**config.mk**
```make
export PLATFORM = sky130hd
export DESIGN_NAME = mcpu_ctrl
export DESIGN_NICKNAME = d
export VERILOG_FILES = /design/src/rtl/mcpu_ctrl.sv
export SDC_FILE = /design/constraint.sdc
export NUM_CORES = 1
export LEC_CHECK = 0
export ABC_AREA = 1
export CAP_MARGIN = 0
export CORE_UTILIZATION = 45
export CTS_CLUSTER_DIAMETER = 120
export DETAILED_ROUTE_END_ITERATION = 10
export PLACE_DENSITY_LB_ADDON = 0.3
export SETUP_SLACK_MARGIN = 0.4
export SLEW_MARGIN = 20
export SYNTH_ARGS = -nofsm -noshare
export SYNTH_HDL_FRONTEND = slang
export SYNTH_SLANG_ARGS = --single-unit
```
**constraint.sdc**
```tcl
create_clock -name clk -period 2.2 [get_ports clk]
set_clock_uncertainty 0.05 [all_clocks]
set_input_delay 0.44 -clock clk [delete_from_list [all_inputs] [get_ports clk]]
set_output_delay 0.44 -clock clk [all_outputs]
set_load 0.03 [all_outputs]
```
**src/rtl/mcpu_ctrl.sv**
```systemverilog
// Multi-cycle main controller for the MIPS-subset CPU: FETCH/DECODE/EXEC/MEMACC/WBACK sequencing.
// Optional macro MCPU_ADDIU_EN adds addiu (001001); without it that opcode decodes as illegal.
module mcpu_ctrl #(
  parameter bit IDLE_RETIRE = 1'b0
) (
  input  logic        clk,
  input  logic        rst_n,
  input  logic [5:0]  opcode,
  input  logic [5:0]  funct,
  input  logic        zero,
  output logic        PCWr,
  output logic        IRWr,
  output logic        RegWr,
  output logic        MemWr,
  output logic        RegDst,
  output logic        ALUSrc,
  output logic        MemtoReg,
  output logic [1:0]  ExtOp,
  output logic [1:0]  ALUOp,
  output logic [1:0]  NPCOp,
  output logic        illegal,
  output logic [31:0] instr_cnt
);

  typedef enum logic [2:0] {
    S_FETCH, S_DECODE, S_EXEC, S_MEMACC, S_WBACK
  } state_t;

  state_t state, state_nx;

  logic is_rtype, is_addu, is_subu, is_ori, is_lui, is_lw, is_sw, is_beq, is_j, is_addiu;
  logic legal, retire;
  logic       i_regdst, i_alusrc;
  logic [1:0] i_extop, i_aluop;

  assign is_rtype = (opcode == 6'b000000);
  assign is_addu  = is_rtype && (funct == 6'b100001);
  assign is_subu  = is_rtype && (funct == 6'b100011);
  assign is_ori   = (opcode == 6'b001101);
  assign is_lui   = (opcode == 6'b001111);
  assign is_lw    = (opcode == 6'b100011);
  assign is_sw    = (opcode == 6'b101011);
  assign is_beq   = (opcode == 6'b000100);
  assign is_j     = (opcode == 6'b000010);
`ifdef MCPU_ADDIU_EN
  assign is_addiu = (opcode == 6'b001001);
`else
  assign is_addiu = 1'b0;
`endif

  assign legal = is_addu | is_subu | is_ori | is_lui | is_lw | is_sw |
                 is_beq | is_j | is_addiu;

  // Per-instruction datapath selects, held from DECODE to the last state.
  always_comb begin
    i_regdst = is_addu | is_subu;
    i_alusrc = is_ori | is_lui | is_lw | is_sw | is_addiu;
    i_extop  = 2'b00;
    if (is_lui)
      i_extop = 2'b10;
    else if (is_lw | is_sw | is_beq | is_addiu)
      i_extop = 2'b01;
    i_aluop  = 2'b00;
    if (is_subu | is_beq)
      i_aluop = 2'b01;
    else if (is_ori)
      i_aluop = 2'b10;
  end

  // Outputs are decoded combinationally and forced low while reset is held.
  always_comb begin
    PCWr     = 1'b0;
    IRWr     = 1'b0;
    RegWr    = 1'b0;
    MemWr    = 1'b0;
    RegDst   = 1'b0;
    ALUSrc   = 1'b0;
    MemtoReg = 1'b0;
    ExtOp    = 2'b00;
    ALUOp    = 2'b00;
    NPCOp    = 2'b00;
    illegal  = 1'b0;
    if (rst_n) begin
      if (state != S_FETCH) begin
        RegDst = i_regdst;
        ALUSrc = i_alusrc;
        ExtOp  = i_extop;
        ALUOp  = i_aluop;
      end
      case (state)
        S_FETCH: begin
          PCWr = 1'b1;
          IRWr = 1'b1;
        end
        S_DECODE: begin
          if (is_j) begin
            PCWr  = 1'b1;
            NPCOp = 2'b10;
          end
          illegal = ~legal;
        end
        S_EXEC: begin
          if (is_beq) begin
            PCWr  = zero;
            NPCOp = 2'b01;
          end
        end
        S_MEMACC: MemWr = is_sw;
        S_WBACK: begin
          RegWr    = 1'b1;
          MemtoReg = is_lw;
        end
        default: ;
      endcase
    end
  end

  always_comb begin
    state_nx = S_FETCH;
    retire   = 1'b0;
    case (state)
      S_FETCH:  state_nx = S_DECODE;
      S_DECODE: begin
        if (is_j) begin
          retire = 1'b1;
        end else if (!legal) begin
          retire = IDLE_RETIRE;
        end else begin
          state_nx = S_EXEC;
        end
      end
      S_EXEC: begin
        if (is_beq)
          retire = 1'b1;
        else if (is_lw | is_sw)
          state_nx = S_MEMACC;
        else
          state_nx = S_WBACK;
      end
      S_MEMACC: begin
        if (is_sw)
          retire = 1'b1;
        else
          state_nx = S_WBACK;
      end
      S_WBACK: retire = 1'b1;
      default: state_nx = S_FETCH;
    endcase
  end

  always_ff @(posedge clk or negedge rst_n) begin
    if (!rst_n) begin
      state     <= S_FETCH;
      instr_cnt <= 32'd0;
    end else begin
      state <= state_nx;
      if (retire)
        instr_cnt <= instr_cnt + 32'd1;
    end
  end

endmodule

```
==> metrics <==
status=finished clean; DRC=0; Max Cap Viol=0; YS warnings=0; CP dominant cell by count=nand2_2; initial antenna violation count=0; Slew Limit Headroom=roughly three quarters; Setup WS post-layout=approximately 160 ps; post-DP HPWL=approximately 5.5 mm; Worst-Margin Slew=370 ps; adder-cell share of the synthesized area=less than 1%; Setup Slack @ Placement=-134 ps; clk_lat worst skew=~290 ps; register bit total from synthesis=35; Arr. time, crit path=between 1500 and 2000 ps; CP max stage cell=dfrtp_1; via count=around 3,000; clock root cell=clkbuf_8; Max Slew Vio Count=0; crit path cell chain=nor2_2 > nand2_2 > nor2_4 > nand2_2 > a31oi_4 > buf_6; Worst setup EP type=output port; drt first-iter violations=approximately 170; RD Place Congestion=0.874; total wire length=8.49 mm; Clock Path Buffers=2; Global Route Usage Sum=about 28%; vias in the first global route=2,944; synthesized cell area=2690 um^2; Die Wd=79.2 um; Cell Area, Placed=3390 um^2; crit-path max FO=3; Starting Density=between 40% and 50%; Core ar.=5640 um^2; top area cells in the synthesized netlist=dfrtp_1 33%, nand2_1 29%, nor2_1 7.7%; Non-Filler Instances=between 500 and 600; CTS tree=done; Crit path largest cell delay=430 ps; WP buf/inv=1; RSZ-0062 raised after global routing=true; Fin. Hold Viols=0; Syn Area/Cell=6.30 um^2; startpoint types=flop; post-synthesis sequential area ratio=32.6%; Max Clk Rate=approximately 0.5 GHz; row cnt=27; clk sink count=35; area leader, netlist=dfrtp_1; Core Util, Final=just under 70%; Port Buffer Count=60; Worst VDD drop=roughly 0.34 mV; critical path type=reg2out; # IOs=61; Syn Inst Count=426; die height=79.2 um; crit share post-route=92.6%; H-tree depth=2; simple-gate share of the synthesized area=a little over half; Overflow after GRT=0; first-pass GRT wire length=13.5 mm; minimum clock period=2040 ps; die area=6280 um^2; Placed Cells=563; fraction of the mapped netlist area in compound gates=about 1.3%; number of diodes=0; final setup vio count=0; Synth top area share=32.6%; largest net degree at the start of global routing=26; delay-heaviest family, CP=simple AND/OR/NAND/NOR gates; post-synth net total=442; CP Data Required Time=1710 ps; Worst-path clk slew=around 70 ps; mux share of post-synthesis cell area=0%; synthesis-to-finish area growth=44.8%; R2R setup slack=380 ps; Final Instance Area=3890 um^2; Leak Pwr=1.97 nW; Layout Nets=around 540; Avg WL per Cell=roughly 14 um; layout cells sized above 1=27.4%; largest family of logic cells by synthesized area=simple AND/OR/NAND/NOR gates; post-synthesis cell type count=25; xor/xnor cell area share of the yosys netlist=under 10%; Hold WC Path Type=in2async; Pwr Density=484 nW/um^2; DR pass1 iterations=4; Final ANT Viol Nets=0; DR vias/cell=5.06; Num CTS Buffers=5
Yosys cell counts:
master   count
a31oi_1      1
a21oi_1      2
nand3_2      4
nand2_4      2
nand3_1     19
o32ai_1      1
nand2_2     11
nand4_1      3
dfrtp_1     35
ha_1         1
buf_6        6
nor2b_4      1
nor3b_1      1
o21ai_0      2
xor2_1       7
nor2_4       9
inv_1       33
nor2_1      55
nand2_1    209
nor2_2       8
nor3_1       2
nor4_1       1
xnor2_1      6
inv_2        6
and3b_1      1
metrics by stage:
| step | hold WS, ps | power (W) | setup TNS (ps) |
|---|---|---|---|
| after detailed placement | 428 | 0.00114 | -3700 |
| after floorplan | 94.4 | 0.000982 | 0 |
| after global routing | 192 | 0.00195 | 0 |
| after global placement | 429 | 0.00113 | -1310 |
| final | 175 | 0.00188 | 0 |
| after CTS | 164 | 0.00178 | 0 |
path summary, 6_finish.rpt:
path	cells past startpoint	end	from
max reg2reg	10	instr_cnt[13]$_DFFE_PN0P_	state[1]$_DFF_PN0_
min reg2reg	2	instr_cnt[31]$_DFFE_PN0P_	instr_cnt[31]$_DFFE_PN0P_
min in group clk	2	instr_cnt[31]$_DFFE_PN0P_	instr_cnt[31]$_DFFE_PN0P_
max	6	PCWr	state[2]$_DFF_PN0_
min	2	state[2]$_DFF_PN0_	rst_n
max in group asynchronous	2	instr_cnt[1]$_DFFE_PN0P_	rst_n
cell usage in the layout, fill, tap and decap left out, types with 6 or more instances in the layout:
master	Yosys	layout
nor2_1	55	43
inv_1	33	30
inv_2	6	7
xnor2_1	6	6
buf_6	6	16
buf_4	0	30
nor2_2	8	13
nand2_1	209	198
nand2_4	2	7
xor2_1	7	7
nand3_1	19	16
nor2_4	9	17
dlygate4sd2_1	0	36
dfrtp_1	35	31
clkbuf_8	0	7
nand2_2	11	17
kinds of logic (layout without fill, tap and decap cells):
kind of cell / after synthesis / after routing
buffers and inverters: 45 / 139
XOR/XNOR: 13 / 13
AO/OA/AOI/OAI: 6 / 6
flip-flops: 35 / 35
adder cells (fa/ha/maj): 1 / 1
AND/OR/NAND/NOR: 326 / 327
layer usage:
| metal | vias up | global-route usage [%] | wire length (um) |
|---|---|---|---|
| met3 | 31 | 3.79 | 383 |
| li1 | 1490 | - | - |
| met5 | - | 0 | 0 |
| met2 | 105 | 50.6 | 4330 |
| met1 | 1377 | 32.6 | 3510 |
| met4 | 0 | 10.2 | 264 |
worst register-to-register path, stage by stage, from the launching register on:
cell     delay [ps]
dfrtp_2         450
buf_4           170
nor2_4          160
nand3_4         140
buf_4           180
buf_4           120
nor2b_4         120
nand2_4          80
buf_12          140
nand2_1          80
nand2_1          80
power breakdown:
group          leakage (nW)  internal (W)  switching [W]
Sequential            0.479      0.000678      0.0000613
Combinational          1.44      0.000250       0.000368
Clock                0.0515      0.000286       0.000237
Total                  1.97       0.00121       0.000667
area by class of cell:
| class | count | area (um^2) |
|---|---|---|
| clock buffers | 8 | 100 |
| well taps | 72 | 90.1 |
| fillers | 473 | 1750 |
| flip-flops and latches | 35 | 881 |
| multi-input cells | 347 | 1820 |
| inverters | 39 | 151 |
| repair buffers | 92 | 846 |
sequential cells by signal, summed over array words and instances, names as in the netlist:
signal / cells
instr_cnt: 32
state: 3
what timing repair did:
item | 4_1_cts | 5_1_grt
gates cloned | 1 | 0
buffers inserted | 14 | 7
hold buffers | 0 | 0
gates resized for setup | 108 | 32
endpoints found under the setup margin | 76 | 48
pin swaps | 17 | 13
Power figures use the tool's default switching activity.
